--- src/rtl/instr_encoder_loader.sv ---
// instr_encoder_loader
//
// Packs decoded RV32I fields into 32-bit instruction words. Each word is
// buffered in a small FIFO and streamed to the instruction-memory write port
// with an auto-incrementing word address. The self-test / program-load path
// uses it to build programs in memory without an external assembler.
//
// Handshake semantics (both sides): a transfer happens on the rising edge
// where valid and ready are both 1. A producer holds valid and its payload
// stable until that edge. ready never depends on valid in the same cycle.
//
// Ports:
//   clk, rst      rising-edge clock, synchronous active-high reset
//   start         one-cycle pulse: address counter <= base_addr, err <= 0
//   base_addr     first word address used after start
//   in_valid      field bundle valid
//   in_ready      FIFO not full
//   typ           opcode (I-ALU, load, store, branch, R)
//   rd, rs1, rs2  register fields
//   funct3        funct3 field
//   funct7        funct7 field (R-type only)
//   imm           two's-complement immediate
//   out_valid     word at FIFO head
//   out_ready     memory accepts the word
//   out_addr      word address of the head word (the address counter)
//   out_data      packed instruction at the head (0 when empty)
//   err           sticky: an accepted bundle was rejected by the range check
//   count         FIFO occupancy after the most recent edge
module instr_encoder_loader #(
  parameter int DEPTH  = 4,
  parameter int ADDR_W = 8
) (
  input  logic                       clk,
  input  logic                       rst,
  input  logic                       start,
  input  logic [ADDR_W-1:0]          base_addr,
  input  logic                       in_valid,
  output logic                       in_ready,
  input  logic [6:0]                 typ,
  input  logic [4:0]                 rd,
  input  logic [4:0]                 rs1,
  input  logic [4:0]                 rs2,
  input  logic [2:0]                 funct3,
  input  logic [6:0]                 funct7,
  input  logic [31:0]                imm,
  output logic                       out_valid,
  input  logic                       out_ready,
  output logic [ADDR_W-1:0]          out_addr,
  output logic [31:0]                out_data,
  output logic                       err,
  output logic [$clog2(DEPTH):0]     count
);

  localparam int PW = $clog2(DEPTH);
  localparam int CW = PW + 1;

  localparam logic [6:0] OP_IALU   = 7'b0010011;
  localparam logic [6:0] OP_LOAD   = 7'b0000011;
  localparam logic [6:0] OP_STORE  = 7'b0100011;
  localparam logic [6:0] OP_BRANCH = 7'b1100011;
  localparam logic [6:0] OP_R      = 7'b0110011;

  logic [31:0]       mem [DEPTH];
  logic [PW-1:0]     wr_ptr;
  logic [PW-1:0]     rd_ptr;
  logic [CW-1:0]     cnt;
  logic [ADDR_W-1:0] addr_q;
  logic              err_q;

  logic [31:0]        packed_word;
  logic               range_ok;
  logic signed [31:0] imm_s;
  logic               push_req;
  logic               push;
  logic               pop;

  assign imm_s = imm;

  // Field packing and range check. Unknown opcodes leave range_ok low so the
  // bundle is consumed but never reaches the FIFO.
  always_comb begin
    packed_word = '0;
    range_ok    = 1'b0;
    unique case (typ)
      OP_IALU, OP_LOAD: begin
        packed_word = {imm[11:0], rs1, funct3, rd, typ};
        range_ok    = (imm_s >= -2048) && (imm_s <= 2047);
      end
      OP_STORE: begin
        packed_word = {imm[11:5], rs2, rs1, funct3, imm[4:0], typ};
        range_ok    = (imm_s >= -2048) && (imm_s <= 2047);
      end
      OP_BRANCH: begin
        packed_word = {imm[12], imm[10:5], rs2, rs1, funct3, imm[4:1], imm[11], typ};
        range_ok    = (imm_s >= -4096) && (imm_s <= 4094) && !imm[0];
      end
      OP_R: begin
        packed_word = {funct7, rs2, rs1, funct3, rd, typ};
        range_ok    = 1'b1;
      end
      default: begin
        packed_word = '0;
        range_ok    = 1'b0;
      end
    endcase
  end

  assign in_ready  = (cnt != CW'(DEPTH));
  assign out_valid = (cnt != '0);
  assign push_req  = in_valid & in_ready;
  assign push      = push_req & range_ok;
  assign pop       = out_valid & out_ready;

  assign out_addr = addr_q;
  assign out_data = out_valid ? mem[rd_ptr] : 32'd0;
  assign err      = err_q;
  assign count    = cnt;

  // Storage has no reset: an entry is only visible once count covers it.
  always_ff @(posedge clk) begin
    if (push) begin
      mem[wr_ptr] <= packed_word;
    end
  end

  always_ff @(posedge clk) begin
    if (rst) begin
      wr_ptr <= '0;
      rd_ptr <= '0;
      cnt    <= '0;
      addr_q <= '0;
      err_q  <= 1'b0;
    end else begin
      // DEPTH is a power of two, so pointers wrap naturally.
      if (push) wr_ptr <= wr_ptr + PW'(1);
      if (pop)  rd_ptr <= rd_ptr + PW'(1);

      unique case ({push, pop})
        2'b10:   cnt <= cnt + CW'(1);
        2'b01:   cnt <= cnt - CW'(1);
        default: cnt <= cnt;
      endcase

      // start takes priority over a coincident pop; the increment is lost.
      if (start) begin
        addr_q <= base_addr;
      end else if (pop) begin
        addr_q <= addr_q + ADDR_W'(1);
      end

      // A rejection in the same cycle as start still latches the error.
      if (push_req && !range_ok) begin
        err_q <= 1'b1;
      end else if (start) begin
        err_q <= 1'b0;
      end
    end
  end

endmodule
--- config.mk ---
export PLATFORM = sky130hd
export DESIGN_NAME = instr_encoder_loader
export DESIGN_NICKNAME = d
export VERILOG_FILES = /design/src/rtl/instr_encoder_loader.sv
export SDC_FILE = /design/constraint.sdc
export NUM_CORES = 1
export LEC_CHECK = 0
export BUFFER_PORTS_ARGS = -buffer_cell sky130_fd_sc_hd__buf_2
export CORE_ASPECT_RATIO = 0.5
export CORE_MARGIN = 8
export CORE_UTILIZATION = 45
export CTS_CLUSTER_DIAMETER = 200
export DETAILED_ROUTE_END_ITERATION = 10
export PLACE_DENSITY = 0.67
export SYNTH_ARGS = -nofsm -noshare
export SYNTH_HDL_FRONTEND = slang
export SYNTH_SLANG_ARGS = --single-unit
--- constraint.sdc ---
create_clock -name clk -period 4.4 [get_ports clk]
set_input_delay 0.44 -clock clk [delete_from_list [all_inputs] [get_ports clk]]
set_output_delay 0.44 -clock clk [all_outputs]
set_load 0.05 [all_outputs]
==> results.cfg <==
[outcome]
outcome = completed

[yosys]
postSynthAreaPerCell_um2 = 16.11
synth-seq-cells = 146
synth.distinct_cells = 41
yosysTopAreaCellShare_pct = 61.66
yosysWarnings = 0
yosysMostFrequentCell = edfxtp_1
ys_seq_area_share_pct = 67.44
synth_ff_type = edfxtp_1
netlist_instances = 387
synth_top_cell_by_area = edfxtp_1
async_flop_share_pct = 0
yosys-top-cells-count = edfxtp_1 (128), nor2b_1 (39), mux4_2 (32)
netlist_area_um2 = 6233
ys_top_cells_by_area = edfxtp_1 (62%), mux4_2 (12%), dfxtp_1 (5.8%)
synth_edf_count = 128

[min_path]
hold_start = base_addr[1]
hp-class = input pin to flop

[layout]
layout-area-overhead-vs-synth_pct = 23.34
fin_cells = 730
n_fill_cell = 1089
layout-drive-gt1-share_pct = 37.92
diodes = 0
finish.utilization_pct = 56.74
fin_nets = 609

[clock_network]
htree_levels = 4
cts_tree = built
clk_latency_ns = 0.40
clk_pin_slew_ns = 0.06
cts_max_path_buffers = 2
cts_inserted_buffers = 17
ctsResizeCount = 0
cts-hold-fix-buffers = 0
clock-sinks = 146
postCtsSetupBuffers = 0
clockRootBuffer = clkbuf_16

[worst_setup_path]
crit_type = flop to output pin
worstPathRequired_ns = 3.96
arrival_ns = 2.55
crit_path_start_kind = flop
critPathCaptureType = output pin
r2r_start = count[0]
critPathMaxFanout = 21

[sta]
maxSlewHeadroom_pct = 41.52
tightest_slew_ns = 0.8772
timing_hold_violations_final = 0
fmaxAchievable_mhz = 334.4
finalCritPeriodShare_pct = 67.96
min_period_ns = 2.990
rsz0062_at_grt = false
slew_viol_final = 0
whs_ns = 0.2664
fin_setup_tns_ns = 0
setup_violations = 0
fin_skew_ns = 0.006503
setup_ws_ns = 1.410

[floorplanning]
chipWidth_um = 182.4
fp.dieArea_um2 = 18100
core-area_um2 = 13550
die_y_um = 99.23
num_rows = 30
io_pins = 123
start_util_pct = 46.00

[placed_design]
portBuffers = 122
place_congestion = 0.7781
post-place-ws_ns = 1.003
placed_cells = 698
dp_hpwl_um = 8744

[detailed_routing]
dr.pass1.iters = 5
drt_iter0_drc = 235
routed_wl_um = 13250
ant_nets = 0
num_vias = 3786
wl_per_cell_um = 18.15
drc = 0
vias_per_cell = 5.186

[job]
cap_violations = 0

[global_routing]
grt_pass1_wl_um = 20660
grt_use_total_pct = 14.80
grt_pass1_vias = 3981
grt_start_max_net_pins = 34
antenna_found_initial = 1
overflow = 0

[pwr]
p_leak_nw = 2.754
power_density_nw_per_um2 = 387.3
ir_drop_mv = 0.2550
## power by group
part / internal, W / switching, W
Clock: 0.000794 / 0.000579
Combinational: 0.0000438 / 0.0000606
Sequential: 0.00150 / 0.00000538
Total: 0.00233 / 0.000645
## worst max-delay path, cell delays in order, from the launching register on
cell	delay (ns)
dfxtp_2	0.83
buf_4	0.40
mux4_2	0.53
nor2b_1	0.15
buf_2	0.23
## area by class of cell
| class | count | area [um^2] | share of cell area, % |
|---|---|---|---|
| clock inverter | 15 | 143.9 | 1.871 |
| inverter | 12 | 45.04 | 0.5858 |
| multi-input combinational | 220 | 1972 | 25.65 |
| clock buffer | 17 | 425.4 | 5.533 |
| timing repair buffer | 128 | 655.6 | 8.527 |
| tap | 192 | 240.2 | 3.124 |
| sequential | 146 | 4207 | 54.71 |
## cells in the final DEF (no fill, tap or decap), types with 6 or more instances in the layout
master       n
edfxtp_1   128
xor2_1       8
conb_1       8
dfxtp_1     16
clkbuf_16   17
buf_4        6
buf_2      122
nand2_1     11
and2_1       9
nor2_1      25
inv_1       12
nor2b_1     35
inv_6        8
ha_1         6
nand4_1     11
mux4_2      32
a21oi_1     10
a22o_1      14
## flip-flops by register name, indices dropped and copies added (netlist names), named ones only
register	flops
count	3
err	1
mem	128
out_addr	8
rd_ptr	2
wr_ptr	2
## path summary, 6_finish.rpt
kind | cells past startpoint | endpoint | slack (ns)
max | 4 | out_data[22] | 1.41
max reg2reg | 11 | count[2] | 1.51
min | 3 | out_addr[1] | 0.27
min reg2reg | 2 | err | 0.48
## routing by layer
layer	GRT usage, %	share of wire, %	wire length, um
met2	25.69	50	6656
met1	17.88	43	5716
met3	3.965	5.9	777
met5	0	0.098	13
met4	4.696	0.63	84
## stage by stage
stage	area, um^2	total power [W]
after floorplan	6260	0.001581
after global placement	7119	0.001633
after detailed placement	7119	0.001634
after CTS	7689	0.003004
after global routing	7689	0.003071
final	7689	0.002978
## cells by family (layout without fill, tap and decap cells)
logic type	count (synthesis)	count (layout)	share of synthesized area (%)
AND/OR/NAND/NOR	118	118	10.58
AO/OA/AOI/OAI	40	40	4.737
multiplexers	36	36	12.20
flip-flops	146	146	67.44
XOR/XNOR	11	11	1.546
buffers and inverters	28	172	1.907
adder cells (fa/ha/maj)	7	7	1.525
other	1	8	0.06016
Note: power is estimated with default switching activity, not from simulation.
